<file path="src/rtl/bit_serializer_pkg.sv">
// Shared types and helpers for the bit serializer.
// BIT_SERIALIZER_PARITY_EN appends one even-parity bit to each frame.
package bit_serializer_pkg;

  localparam logic [1:0] ST_IDLE   = 2'd0;
  localparam logic [1:0] ST_SHIFT  = 2'd1;
  localparam logic [1:0] ST_PARITY = 2'd2;

  typedef enum logic [1:0] {
    IDLE   = ST_IDLE,
    SHIFT  = ST_SHIFT,
    PARITY = ST_PARITY
  } state_e;

`ifdef BIT_SERIALIZER_PARITY_EN
  localparam bit PARITY_EN = 1'b1;
`else
  localparam bit PARITY_EN = 1'b0;
`endif

  // Number of sout_valid cycles produced for each accepted word.
  function automatic int unsigned frame_len(int unsigned width, bit parity_en);
    return parity_en ? width + 1 : width;
  endfunction

endpackage

</file>
<file path="src/rtl/bit_serializer.sv">
// Parallel-to-serial stage with a valid/ready input and gap-free back-to-back frames.
// Optional macro BIT_SERIALIZER_PARITY_EN adds a trailing even-parity bit per frame.
module bit_serializer
  import bit_serializer_pkg::*;
#(
  parameter int WIDTH     = 8,
  parameter bit MSB_FIRST = 1'b1
) (
  input  logic             clk,
  input  logic             rst_n,
  input  logic [WIDTH-1:0] din,
  input  logic             din_valid,
  output logic             din_ready,
  output logic             sout,
  output logic             sout_valid,
  output logic             sout_last,
  output logic             busy
);

  localparam int CW = $clog2(WIDTH);
  localparam logic [CW-1:0] CNT_LOAD = CW'(WIDTH - 1);

  state_e           state_q, state_d;
  logic [WIDTH-1:0] shreg_q, shreg_d;
  logic [CW-1:0]    cnt_q, cnt_d;
  logic             sout_q, sout_d;
`ifdef BIT_SERIALIZER_PARITY_EN
  logic             parity_q, parity_d;
`endif

  logic             handshake;
  logic             final_bit;
  logic             first_bit;
  logic             next_bit;
  logic [WIDTH-1:0] load_shreg;
  logic [WIDTH-1:0] shifted;

  // The shift register holds the bits still to be sent, next one at the output end.
  assign first_bit  = MSB_FIRST ? din[WIDTH-1] : din[0];
  assign load_shreg = MSB_FIRST ? (din << 1) : (din >> 1);
  assign next_bit   = MSB_FIRST ? shreg_q[WIDTH-1] : shreg_q[0];
  assign shifted    = MSB_FIRST ? (shreg_q << 1) : (shreg_q >> 1);

`ifdef BIT_SERIALIZER_PARITY_EN
  assign final_bit = (state_q == PARITY);
`else
  assign final_bit = (state_q == SHIFT) && (cnt_q == '0);
`endif

  assign din_ready  = (state_q == IDLE) || final_bit;
  assign handshake  = din_valid && din_ready;
  assign sout       = sout_q;
  assign sout_valid = (state_q != IDLE);
  assign sout_last  = final_bit;
  assign busy       = (state_q != IDLE);

  always_comb begin
    state_d  = state_q;
    shreg_d  = shreg_q;
    cnt_d    = cnt_q;
    sout_d   = sout_q;
`ifdef BIT_SERIALIZER_PARITY_EN
    parity_d = parity_q;
`endif
    case (state_q)
      SHIFT: begin
        if (cnt_q != '0) begin
          sout_d  = next_bit;
          shreg_d = shifted;
          cnt_d   = cnt_q - 1'b1;
        end else begin
`ifdef BIT_SERIALIZER_PARITY_EN
          state_d = PARITY;
          sout_d  = parity_q;
`else
          state_d = IDLE;
          sout_d  = 1'b0;
`endif
        end
      end
      default: begin
        state_d = IDLE;
        sout_d  = 1'b0;
      end
    endcase

    // A handshake only happens in IDLE or on the final bit, so it overrides the exit.
    if (handshake) begin
      state_d  = SHIFT;
      shreg_d  = load_shreg;
      cnt_d    = CNT_LOAD;
      sout_d   = first_bit;
`ifdef BIT_SERIALIZER_PARITY_EN
      parity_d = ^din;
`endif
    end
  end

  always_ff @(posedge clk or negedge rst_n) begin
    if (!rst_n) begin
      state_q  <= IDLE;
      shreg_q  <= '0;
      cnt_q    <= '0;
      sout_q   <= 1'b0;
`ifdef BIT_SERIALIZER_PARITY_EN
      parity_q <= 1'b0;
`endif
    end else begin
      state_q  <= state_d;
      shreg_q  <= shreg_d;
      cnt_q    <= cnt_d;
      sout_q   <= sout_d;
`ifdef BIT_SERIALIZER_PARITY_EN
      parity_q <= parity_d;
`endif
    end
  end

endmodule
</file>
<file path="config.mk">
export PLATFORM = sky130hd
export DESIGN_NAME = bit_serializer
export DESIGN_NICKNAME = d
export VERILOG_FILES = /design/src/rtl/bit_serializer_pkg.sv /design/src/rtl/bit_serializer.sv
export SDC_FILE = /design/constraint.sdc
export NUM_CORES = 1
export LEC_CHECK = 0
export CORE_AREA = 2 2 39 41
export DETAILED_ROUTE_END_ITERATION = 10
export DIE_AREA = 0 0 41 43
export PLACE_DENSITY_LB_ADDON = 0.2
export SLEW_MARGIN = 0
export SYNTH_ARGS = -nofsm -noshare
export SYNTH_HDL_FRONTEND = slang
export SYNTH_SLANG_ARGS = --single-unit
</file>
<file path="constraint.sdc">
create_clock -name clk -period 1.9 [get_ports clk]
set_input_delay 0.19 -clock clk [delete_from_list [all_inputs] [get_ports clk]]
set_output_delay 0.19 -clock clk [all_outputs]
set_load 0.005 [all_outputs]
</file>
# == After elaboration in Yosys (flattened, before gate mapping) ==
# Index checks and enable logic that the tools add are counted.
# word_totals
regBits,14
romBits,0
latch_bits,0
memories,0
elab_cells,29
output_inout_bits,5
in_bits,11
ramBits,0
# op_classes
n_mul,0
addsub,1
n_shift,0
n_lt_le_gt_ge,0
bitwise_logic,0
n_reduce_logical,10
n_eq_ne,2
n_div,0
muxes,12
# op_table
operator,n
$mux W8,3
$mux W3,3
$mux W2,3
$reduce_bool A2 Y1,3
$logic_not A3 Y1,1
$mux W1,3
$ne A3 B3 Y1 const B,1
$reduce_bool A3 Y1,1
$sub A3 B1 Y3 const B,1
$eq A2 B1 Y1 const B,1
$logic_and A1 B1 Y1,2
$logic_not A2 Y1,1
$reduce_and A2 Y1,1
$logic_or A1 B1 Y1,1

# == Longest topological paths before layout ==
# logic_depth
word_depth,6
depth_mapped,7
mapped_depth_nobuf,6

# == Worst setup path before layout ==
# OpenSTA, ideal clock, no wires.
# synth_timing
path_kind,register -> output
startpoint,register cnt_q[0]
endpoint,output port din_ready
required_time_ps,1710
arrival_time_ps,1132
path_slack_ps,578
stages_incl_launch_ff,7
path_buffers,1
cell_sequence,dfrtp_1 inv_1 ha_1 ha_1 nor2b_4 buf_4 inv_1
# synth_via
elab_chain_cells,3
# synth_rtl
element,line,text
start: declaration,bit_serializer.sv:25,"logic [CW-1:0] cnt_q, cnt_d;"
start signal: assignment,bit_serializer.sv:111,cnt_q <= cnt_d;
$logic_not A3 Y1,bit_serializer.sv:47,assign final_bit = (state_q == SHIFT) && (cnt_q == '0);
$logic_and A1 B1 Y1,bit_serializer.sv:47,
$logic_or A1 B1 Y1,bit_serializer.sv:50,assign din_ready = (state_q == IDLE) || final_bit;
end: declaration,bit_serializer.sv:13,"output logic din_ready,"
# Every way passes these cells.

# == Worst setup path after layout ==
# Ends and elaborated chain as after synthesis.

==> results.yml <==
outcome:
  status: "completed"
placement:
  numPortBuffers: 15
  placed_cells: 82
  gp_congestion: 0.664
  dp_hpwl_um: 668
hold_path:
  hold_class: "in2async"
clock_tree:
  insertion_delay_ns: 0.27
  htreeDepth: 1
  cts-hold-fix-buffers: 0
  cts_inserted_buffers: 3
  cts_buffer_depth: 2
  cts_root_buffer: "clkbuf_4"
  clock-sinks: 12
  cts_tree: "yes"
  clkTransAtPathRegs_ns: 0.07
synthesis:
  yosysWarningCount: 0
  syn_area_um2: 573
  yosys_most_used_dff: "dfrtp_1"
  syn_area_per_cell_um2: 10.6
  synth_area_leader_cell: "dfrtp_1"
  synth-edff-count: 0
  synth_nets: 67
  synth.distinct_cells: 15
  ys_top_cells_by_area: "dfrtp_1 52%, mux2i_1 12%, nand2_1 5.2%, ha_1 4.4%, buf_6 3.9%"
  ys_seq_area_frac: 0.524
  synth.most_common_cell: "dfrtp_1"
  ys_async_sr_fraction: 1.00
  synth_common_cells: "12 x dfrtp_1, 8 x nand2_1, 7 x mux2i_1, 4 x inv_1, 4 x o21ai_1"
  synth_top_area_share: 0.524
  synth_seq_cells: 12
  syn_inst: 54
worst_setup_path:
  r2r_end: "state_q[0]$_DFFE_PN0P_"
  worst_path_max_delay_cell: "dfrtp_1"
  crit_path_max_fanout: 3
  crit_top_cell: "inv_1"
  start_kind: "flop"
  path_cells: "inv_1 > ha_1 > ha_2 > nor2b_4 > inv_1 > dlymetal6s2s_1"
  max_stage_delay_ns: 0.37
  path_class: "reg2out"
  timing.rr.start: "cnt_q[0]$_DFFE_PN0P_"
  cp.arrival_ns: 1.36
  worst-r2r-setup-slack_ns: 0.47
  required_ns: 1.71
  crit_path_end_kind: "output port"
  ff2ff_path_depth: 6
drt:
  drcViolationCount: 0
  dr.pass1.iters: 2
  totalWireLength_um: 949
  dr.first_iter.drc_count: 1
  ant_nets: 0
  post_drt_wl_per_cell_um: 11.0
  viasPerCell: 4.70
  vias: 404
power_and_ir_drop:
  power_density_nw_per_um2: 1250
  totalPowerFinal_uw: 940
  worst_ir_drop_vdd_mv: 0.667
  p_leak_nw: 0.392
floorplanning:
  die_w_um: 41
  die_y_um: 43
  core_um2: 1380
  die-area_um2: 1760
  rows: 14
  initial_core_util: 0.414
  ios: 16
cells_and_area:
  nFillCells: 128
  diodes: 0
  layout.nets: 85
  drive_gt1_frac: 0.114
  synthToLayoutAreaGrowth_pct: 31.0
  ff_latch_area_um2: 300
  multi_input_area_um2: 223
  fin_cells: 86
timing:
  finClkSkew_ns: 0.00324
  finalHoldViolCount: 0
  fmax_mhz: 644
  worst_pin_slew_ns: 0.565
  setup_viol: 0
  fin_crit_sh: 0.818
  max_slew_margin: 0.622
  grt_setup_unrepaired: "no"
  slew_viol_final: 0
  fin_crit_ns: 1.55
  whs_ns: 0.264
  setup_tns_ns: 0
global_route:
  grt_pass1_wl_um: 1610
  antenna_found_initial: 0
  grt_start_max_net_pins: 23
  grtUsageTotal: 0.144
  grt_pass1_vias: 356
  grt_overflow: 0
job:
  drv_cap: 0
-- routing by layer --
metal,global-route usage,share of wire,up-vias
met4,0.120,0.038,0
li1,-,-,208
met3,0.0471,0.050,5
met5,0,0,-
met2,0.169,0.45,12
met1,0.205,0.47,179
-- cell usage in the layout, fill, tap and decap left out, drive strengths merged --
cell type / count
mux2i: 7
a21oi: 3
inv: 4
buf: 2
and2: 1
nor3: 3
or2: 1
clkbuf: 3
dlymetal6s2s: 2
dfrtp: 12
nor2: 1
nand2: 8
clkdlybuf4s50: 13
o21ai: 7
ha: 2
nor2b: 1
-- stage by stage --
stage / area (um^2) / utilization / setup WS [ns]
after global routing: 751 / 0.542 / 0.233
after floorplan: 573 / - / 0.578
after CTS: 736 / 0.532 / 0.00651
after detailed placement: 713 / 0.515 / 0.306
final: 751 / 0.542 / 0.346
after global placement: 713 / 0.515 / 0.323
-- cells by family after synthesis --
group           after synthesis  synth area share
simple gates                 15             0.131
flops                        12             0.524
compound gates               10            0.0873
buf+inv                       8            0.0917
mux                           7             0.122
fa+ha+maj                     2            0.0437
-- how the worst max path moves through the flow --
stage / start / end / slack, ns / cells past startpoint
after detailed placement: cnt_q[0]$_DFFE_PN0P_ / din_ready / 0.31 / 6
final: cnt_q[0]$_DFFE_PN0P_ / din_ready / 0.35 / 6
after floorplan: cnt_q[0]$_DFFE_PN0P_ / din_ready / 0.58 / 6
after CTS: cnt_q[0]$_DFFE_PN0P_ / din_ready / 0.007 / 6
after global placement: cnt_q[0]$_DFFE_PN0P_ / din_ready / 0.32 / 6
after global routing: cnt_q[0]$_DFFE_PN0P_ / din_ready / 0.23 / 6
-- layout make-up --
class,instances,share of cell area
Multi-Input combinational cell,34,0.297
Clock buffer,3,0.0300
Inverter,4,0.0200
Tap cell,16,0.0267
Sequential cell,12,0.400
Timing Repair Buffer,17,0.227
-- repair_timing --
action / 4_1_cts / 5_1_grt
setup endpoints to repair: 0 / 2
resized for setup: 0 / 3
setup buffers: 0 / 1
-- flip-flops by register name, indices dropped and copies added (netlist names) --
signal	flops
shreg_q	7
sout	1
cnt_q	3
state_q	1
-- worst max-delay path, delay by kind of cell, from the launching register on --
family | cells | cell delay (ns)
flops | 1 | 0.37
fa+ha+maj | 2 | 0.38
simple gates | 1 | 0.12
buf+inv | 3 | 0.23
-- power breakdown --
group	leakage, nW	switching (mW)	internal (mW)
Combinational	0.228	0.177	0.201
Sequential	0.150	0.0528	0.356
Clock	0.0138	0.0794	0.0734
No activity file was read; power rests on OpenSTA's default activity.
